**config.mk**
```make
export PLATFORM = sky130hd
export DESIGN_NAME = rx_baud_tracker_flat
export DESIGN_NICKNAME = d
export VERILOG_FILES = /design/src/rtl/rx_baud_pkg.sv /design/src/rtl/rx_baud_tracker_if.sv /design/src/rtl/rx_sample_pos_decode.sv /design/src/rtl/rx_baud_tracker.sv /design/src/flat_wrapper.sv
export SDC_FILE = /design/constraint.sdc
export NUM_CORES = 1
export LEC_CHECK = 0
export ABC_AREA = 1
export CAP_MARGIN = 20
export CELL_PAD_IN_SITES_DETAIL_PLACEMENT = 0
export CELL_PAD_IN_SITES_GLOBAL_PLACEMENT = 1
export CORE_MARGIN = 2
export CORE_UTILIZATION = 40
export DETAILED_ROUTE_END_ITERATION = 8
export PLACE_DENSITY = 0.87
export SLEW_MARGIN = 20
export SYNTH_ARGS = -nofsm -noshare
export SYNTH_HDL_FRONTEND = slang
export SYNTH_SLANG_ARGS = --single-unit
export TNS_END_PERCENT = 1
```
**constraint.sdc**
```tcl
create_clock -name clk -period 5.57 [get_ports clk]
set_input_delay 1.3925 -clock clk [delete_from_list [all_inputs] [get_ports clk]]
set_output_delay 1.3925 -clock clk [all_outputs]
set_load 0.01 [all_outputs]
```
**src/rtl/rx_baud_pkg.sv**
```systemverilog
// Shared types and constants for the UART RX baud tracker.
//   state_e      : tracker FSM states
//   MIN_PRESCALE : smallest legal oversampling ratio
//   SMP_*        : sample_idx encodings for early/mid/late samples
package rx_baud_pkg;

  typedef enum logic [1:0] {
    ST_IDLE  = 2'd0,
    ST_COUNT = 2'd1,
    ST_DONE  = 2'd2,
    ST_ERR   = 2'd3
  } state_e;

  localparam int unsigned MIN_PRESCALE = 4;

  localparam logic [1:0] SMP_EARLY = 2'd0;
  localparam logic [1:0] SMP_MID   = 2'd1;
  localparam logic [1:0] SMP_LATE  = 2'd2;

endpackage

```
**src/rtl/rx_baud_tracker_if.sv**
```systemverilog
// Bundle between the RX control FSM (master) and the baud tracker (slave).
//   cnt_enable/prescale/frame_bits : control and configuration from the FSM
//   edge_cnt/bit_cnt               : position within bit / frame
//   last_edge_flag/frame_done      : bit and frame boundary flags
//   sample_strobe/sample_idx       : sampling points for the data sampler
//   cfg_err                        : latched configuration was illegal
interface rx_baud_tracker_if #(
  parameter int unsigned PRESCALE_W = 6,
  parameter int unsigned BIT_CNT_W  = 4
);
  logic                  cnt_enable;
  logic [PRESCALE_W-1:0] prescale;
  logic [BIT_CNT_W-1:0]  frame_bits;
  logic [PRESCALE_W-1:0] edge_cnt;
  logic [BIT_CNT_W-1:0]  bit_cnt;
  logic                  last_edge_flag;
  logic                  sample_strobe;
  logic [1:0]            sample_idx;
  logic                  frame_done;
  logic                  cfg_err;

  modport master (
    output cnt_enable, prescale, frame_bits,
    input  edge_cnt, bit_cnt, last_edge_flag, sample_strobe, sample_idx,
           frame_done, cfg_err
  );

  modport slave (
    input  cnt_enable, prescale, frame_bits,
    output edge_cnt, bit_cnt, last_edge_flag, sample_strobe, sample_idx,
           frame_done, cfg_err
  );
endinterface

```
**src/rtl/rx_sample_pos_decode.sv**
```systemverilog
// Combinational decode of sample positions within a bit period.
//   prescale_i  : latched prescale P
//   edge_cnt_i  : edge position to decode (1..P)
//   strobe_c_o  : edge_cnt_i is a sample position
//   idx_c_o     : which sample (early/mid/late)
// Build option RX_BAUD_SAMPLE3_EN: three samples at mid-1/mid/mid+1;
// otherwise a single sample at mid.
module rx_sample_pos_decode
  import rx_baud_pkg::*;
#(
  parameter int unsigned PRESCALE_W = 6
) (
  input  logic [PRESCALE_W-1:0] prescale_i,
  input  logic [PRESCALE_W-1:0] edge_cnt_i,
  output logic                  strobe_c_o,
  output logic [1:0]            idx_c_o
);

  localparam logic [PRESCALE_W-1:0] ONE = PRESCALE_W'(1);

  logic [PRESCALE_W-1:0] mid;

  always_comb begin
    mid        = prescale_i >> 1;
    strobe_c_o = 1'b0;
    idx_c_o    = SMP_EARLY;
`ifdef RX_BAUD_SAMPLE3_EN
    // mid >= 2 for legal prescale, so mid-1 never wraps in use
    if (edge_cnt_i == mid - ONE) begin
      strobe_c_o = 1'b1;
      idx_c_o    = SMP_EARLY;
    end else if (edge_cnt_i == mid) begin
      strobe_c_o = 1'b1;
      idx_c_o    = SMP_MID;
    end else if (edge_cnt_i == mid + ONE) begin
      strobe_c_o = 1'b1;
      idx_c_o    = SMP_LATE;
    end
`else
    if (edge_cnt_i == mid) begin
      strobe_c_o = 1'b1;
      idx_c_o    = SMP_MID;
    end
`endif
  end

endmodule

```
**src/rtl/rx_baud_tracker.sv**
```systemverilog
// Oversampling edge/bit counter for the UART receive path.
//   clk : clock
//   rst : asynchronous active-low reset
//   bus : rx_baud_tracker_if.slave (enable/config in, counts/strobes out)
// Build option RX_BAUD_SAMPLE3_EN selects 3-sample strobes (see
// rx_sample_pos_decode). All outputs are registered; flags are computed
// from next-state values so they line up with the edge_cnt they decode.
module rx_baud_tracker
  import rx_baud_pkg::*;
#(
  parameter int unsigned PRESCALE_W = 6,
  parameter int unsigned BIT_CNT_W  = 4
) (
  input  logic               clk,
  input  logic               rst,
  rx_baud_tracker_if.slave   bus
);

  localparam logic [PRESCALE_W-1:0] E_ONE = PRESCALE_W'(1);
  localparam logic [BIT_CNT_W-1:0]  B_ONE = BIT_CNT_W'(1);
  localparam logic [PRESCALE_W-1:0] P_MIN = PRESCALE_W'(MIN_PRESCALE);

  state_e                state_q, state_d;
  logic [PRESCALE_W-1:0] p_q, p_d;
  logic [BIT_CNT_W-1:0]  f_q, f_d;
  logic [PRESCALE_W-1:0] edge_q, edge_d;
  logic [BIT_CNT_W-1:0]  bit_q, bit_d;
  logic                  last_q, last_d;
  logic                  strobe_q, strobe_d;
  logic [1:0]            idx_q, idx_d;
  logic                  done_q, done_d;
  logic                  err_q, err_d;

  logic                  dec_strobe;
  logic [1:0]            dec_idx;
  logic                  cfg_ok;
  logic                  in_count;

  rx_sample_pos_decode #(.PRESCALE_W(PRESCALE_W)) u_decode (
    .prescale_i (p_q),
    .edge_cnt_i (edge_d),
    .strobe_c_o (dec_strobe),
    .idx_c_o    (dec_idx)
  );

  // State register
  always_ff @(posedge clk or negedge rst) begin
    if (!rst) begin
      state_q  <= ST_IDLE;
      p_q      <= '0;
      f_q      <= '0;
      edge_q   <= '0;
      bit_q    <= '0;
      last_q   <= 1'b0;
      strobe_q <= 1'b0;
      idx_q    <= SMP_EARLY;
      done_q   <= 1'b0;
      err_q    <= 1'b0;
    end else begin
      state_q  <= state_d;
      p_q      <= p_d;
      f_q      <= f_d;
      edge_q   <= edge_d;
      bit_q    <= bit_d;
      last_q   <= last_d;
      strobe_q <= strobe_d;
      idx_q    <= idx_d;
      done_q   <= done_d;
      err_q    <= err_d;
    end
  end

  // Next-state, counters and flags
  always_comb begin
    state_d  = state_q;
    p_d      = p_q;
    f_d      = f_q;
    edge_d   = edge_q;
    bit_d    = bit_q;
    cfg_ok   = (p_q >= P_MIN) && (f_q != '0);

    unique case (state_q)
      ST_IDLE: begin
        edge_d = E_ONE;
        bit_d  = '0;
        // Config tracks the inputs until enable; the value seen on the
        // last disabled cycle is what gets checked and used.
        if (!bus.cnt_enable) begin
          p_d = bus.prescale;
          f_d = bus.frame_bits;
        end else begin
          state_d = cfg_ok ? ST_COUNT : ST_ERR;
        end
      end
      ST_COUNT: begin
        if (edge_q == p_q) begin
          edge_d = E_ONE;
          if (bit_q == f_q - B_ONE) begin
            state_d = ST_DONE;
            bit_d   = f_q;
          end else begin
            bit_d = bit_q + B_ONE;
          end
        end else begin
          edge_d = edge_q + E_ONE;
        end
      end
      ST_DONE: begin
        edge_d = E_ONE;
        bit_d  = f_q;
      end
      ST_ERR: begin
        edge_d = E_ONE;
        bit_d  = '0;
      end
    endcase

    // Disable wins from any state, including mid-frame
    if (!bus.cnt_enable) begin
      state_d = ST_IDLE;
      edge_d  = E_ONE;
      bit_d   = '0;
    end

    in_count = (state_d == ST_COUNT);
    last_d   = in_count && (edge_d == p_q);
    done_d   = last_d && (bit_d == f_q - B_ONE);
    strobe_d = in_count && dec_strobe;
    idx_d    = strobe_d ? dec_idx : SMP_EARLY;
    err_d    = (state_d == ST_ERR);
  end

  assign bus.edge_cnt       = edge_q;
  assign bus.bit_cnt        = bit_q;
  assign bus.last_edge_flag = last_q;
  assign bus.sample_strobe  = strobe_q;
  assign bus.sample_idx     = idx_q;
  assign bus.frame_done     = done_q;
  assign bus.cfg_err        = err_q;

endmodule
```
**src/flat_wrapper.sv**
```systemverilog
// flat-port wrapper written by rule: the top's interface ports become plain ports
module rx_baud_tracker_flat import rx_baud_pkg::*;
#(
  parameter int unsigned PRESCALE_W = 6,
  parameter int unsigned BIT_CNT_W  = 4
)
  (clk, rst, bus_cnt_enable, bus_prescale, bus_frame_bits, bus_edge_cnt, bus_bit_cnt, bus_last_edge_flag, bus_sample_strobe, bus_sample_idx, bus_frame_done, bus_cfg_err);
  rx_baud_tracker_if #(.PRESCALE_W(PRESCALE_W), .BIT_CNT_W(BIT_CNT_W)) bus_i ();
  input  logic clk;
  input  logic rst;
  input wire logic [$bits(bus_i.cnt_enable)-1:0] bus_cnt_enable;
  input wire logic [$bits(bus_i.prescale)-1:0] bus_prescale;
  input wire logic [$bits(bus_i.frame_bits)-1:0] bus_frame_bits;
  output wire logic [$bits(bus_i.edge_cnt)-1:0] bus_edge_cnt;
  output wire logic [$bits(bus_i.bit_cnt)-1:0] bus_bit_cnt;
  output wire logic [$bits(bus_i.last_edge_flag)-1:0] bus_last_edge_flag;
  output wire logic [$bits(bus_i.sample_strobe)-1:0] bus_sample_strobe;
  output wire logic [$bits(bus_i.sample_idx)-1:0] bus_sample_idx;
  output wire logic [$bits(bus_i.frame_done)-1:0] bus_frame_done;
  output wire logic [$bits(bus_i.cfg_err)-1:0] bus_cfg_err;
  assign bus_i.cnt_enable = bus_cnt_enable;
  assign bus_i.prescale = bus_prescale;
  assign bus_i.frame_bits = bus_frame_bits;
  assign bus_edge_cnt = bus_i.edge_cnt;
  assign bus_bit_cnt = bus_i.bit_cnt;
  assign bus_last_edge_flag = bus_i.last_edge_flag;
  assign bus_sample_strobe = bus_i.sample_strobe;
  assign bus_sample_idx = bus_i.sample_idx;
  assign bus_frame_done = bus_i.frame_done;
  assign bus_cfg_err = bus_i.cfg_err;
  rx_baud_tracker #(.PRESCALE_W(PRESCALE_W), .BIT_CNT_W(BIT_CNT_W)) u_core (.clk(clk), .rst(rst), .bus(bus_i));
endmodule
```
==> flow_summary.yaml <==
status:
  status: "completed"
sta:
  setup_viol: 0
  final_max_slew_viol_count: 0
  fmax_mhz: 308
  slew_headroom_pct: 56.8
  period_share_pct: 58.2
  period_minus_slack_ns: 3.24
  fin_tns_setup_ns: 0
  fin_skew_ns: 0.00399
  holdWs_ns: 0.601
  final-hold-violation-count: 0
  tightest_slew_ns: 0.647
  rsz0062_at_grt: "no"
global_routing:
  grt.met2_usage_pct: 26.7
  grt_pass1_vias: 1505
  grt_start_max_net_pins: 27
  grt_pass1_wl_um: 7020
  grt_use_met3_pct: 1.88
  grt.overflow.total: 0
  grt-busiest-layer: "met2"
  grtUsageTotal_pct: 17.5
  grt_util_met1_pct: 26.6
  antenna_found_initial: 0
placed_design:
  dp.cells: 337
  dp_hpwl_um: 3140
  gp_congestion: 0.827
  io_buffers: 27
clock_network:
  tritoncts: "done"
  cts_hold_buf: 0
  numCtsBuffers: 3
  htreeDepth: 1
  cts_root_buf: "clkbuf_8"
  clock-sinks: 26
  clkTransAtPathRegs_ns: 0.09
  cts-resized-gates: 0
  clk_path_buf_depth: 2
  clock_latency_ns: 0.27
  postCtsSetupRepairBufs: 0
power:
  vdd_drop_max_mv: 0.0976
  cellPowerDensity_nw_per_um2: 210
  power_leakage_nw: 1.15
  total_power_uw: 441
worst_setup_path:
  required_ns: 5.78
  rrSetupSlack_ns: 3.40
  worstSetupStartpoint: "bus_cnt_enable"
  critPathLaunchType: "input pin"
  r2r_start: "u_core.f_q[0]$_DFFE_PN0P_"
  crit_fanout: 13
  arrival_ns: 3.45
  r2r-end: "u_core.bus.frame_done$_DFF_PN0_"
  path_class: "in2reg"
  crit_path_end_kind: "register"
  ff2ff_path_depth: 15
  endpoint: "u_core.bus.frame_done$_DFF_PN0_"
synth:
  synth_top_area_share_pct: 37.0
  yosysWarnings: 0
  synth_area_leaders: "dfrtp_1 37%, nand2_1 18%, inv_1 8.3%"
  synth_nets: 280
  synth_cell_type_count: 25
  avgSynthCellArea_um2: 6.67
  synth_seq_area_share_pct: 37.0
  ys_seq_elements: 26
  synth_top_area_cell: "dfrtp_1"
  netlist_instances: 264
  syn_area_um2: 1760
drt:
  wl_per_cell_um: 11.8
  ant_nets: 0
  wl_um: 4020
  drc: 0
  dr.pass1.iters: 4
  vias: 1669
  vias_per_cell: 4.91
  drt_iter0_drc: 126
finish:
  syn2layout_area_growth_pct: 19.3
  final_cells: 340
  layout.nets: 306
  drive_above_1_share_pct: 7.29
  num_antenna_cells: 0
hold_path:
  hold_path.class: "reg2reg"
job:
  cap_viol_max_count: 0
floorplan:
  num_rows: 24
  start_util_pct: 41.0
  core_area_um2: 4290
  die_area_um2: 4950
  die_x_um: 70.3
  io-pin-count: 29
  dieHeight_um: 70.3
==> registers in the layout (all words and copies together) (netlist names) <==
register	cells
u_core.bus.frame_done	1
u_core.p_q	6
u_core.f_q	4
u_core.bus.cfg_err	1
u_core.bus.sample_idx	1
u_core.bus.last_edge_flag	1
u_core.bus.bit_cnt	4
u_core.bus.edge_cnt	6
u_core.state_q	2
==> synth_stat cells, drive strengths merged <==
library cell  count
xor2              6
o21ai             4
ha                3
nand3            28
o2111ai           1
nand3b            1
a211oi            1
xnor2             1
buf               5
nand4            11
conb              1
dfrtp            26
nor2             28
nand2            84
a31oi             1
a21oi            14
inv              47
clkbuf            2
==> routing by layer <==
| layer | share of wire [%] | vias up |
|---|---|---|
| met2 | 44 | 38 |
| met3 | 3.3 | 4 |
| met4 | 1.0 | 0 |
| li1 | - | 871 |
| met5 | 0 | - |
| met1 | 51 | 756 |
==> placed cells by master, fill, tap and decap left out, drive strengths merged, types with 3 or more instances in the layout <==
cell	count
a21oi	14
clkbuf	3
clkdlybuf4s50	27
dfrtp	26
ha	3
inv	47
nand2	84
nand3	28
nand4	11
nor2	28
o21ai	4
xor2	6
==> cell families (layout without fill, tap and decap cells) <==
logic type | Yosys count | in the layout | share of synthesized area [%]
AO/OA/AOI/OAI | 21 | 21 | 6.40
XOR/XNOR | 7 | 7 | 3.48
adder cells (fa/ha/maj) | 3 | 3 | 2.13
buffers and inverters | 54 | 78 | 12.5
flip-flops | 26 | 26 | 37.0
other | 1 | 1 | 0.213
AND/OR/NAND/NOR | 152 | 152 | 38.3
==> critical path, cell delays in order <==
cell and delay [ns]:
clkdlybuf4s50_1 0.61, inv_1 0.14, nor2_2 0.44, nand3_1 0.23, nand2_1 0.10, nand2_1 0.05
nor2_1 0.14, nand2_2 0.08, nor2_4 0.08, nand4_1 0.07, nor2_1 0.11
==> through the flow <==
stage	setup slack, ns	utilization, %	instance area, µm²
floorplan	2.89	-	1760
global placement	2.14	48.0	2060
detailed placement	2.05	48.0	2060
CTS	2.33	48.9	2100
global route	2.07	48.9	2100
finish	2.33	48.9	2100
==> layout make-up <==
| class | instances | area [µm²] |
|---|---|---|
| repair buffers | 28 | 278 |
| flip-flops and latches | 26 | 651 |
| fillers | 453 | 2190 |
| multi-input cells | 184 | 890 |
| well taps | 52 | 65.1 |
| clock buffers | 3 | 41.3 |
| inverters | 47 | 176 |
==> where the power goes <==
| group | leakage [nW] | internal (mW) | switching (mW) |
|---|---|---|---|
| logic | 0.803 | 0.0437 | 0.0707 |
| clock network | 0.0216 | 0.0485 | 0.0590 |
| registers | 0.324 | 0.201 | 0.0177 |
==> worst min path at each step <==
stage | start | end | slack (ns) | depth (start not counted)
floorplan | u_core.p_q[0]$_DFFE_PN0P_ | u_core.p_q[0]$_DFFE_PN0P_ | 0.54 | 2
global placement | u_core.f_q[1]$_DFFE_PN0P_ | u_core.f_q[1]$_DFFE_PN0P_ | 0.58 | 2
detailed placement | u_core.f_q[1]$_DFFE_PN0P_ | u_core.f_q[1]$_DFFE_PN0P_ | 0.59 | 2
CTS | u_core.f_q[1]$_DFFE_PN0P_ | u_core.f_q[1]$_DFFE_PN0P_ | 0.60 | 2
global route | u_core.f_q[1]$_DFFE_PN0P_ | u_core.f_q[1]$_DFFE_PN0P_ | 0.63 | 2
finish | u_core.f_q[1]$_DFFE_PN0P_ | u_core.f_q[1]$_DFFE_PN0P_ | 0.60 | 2
(Power assumes the default switching activity.)
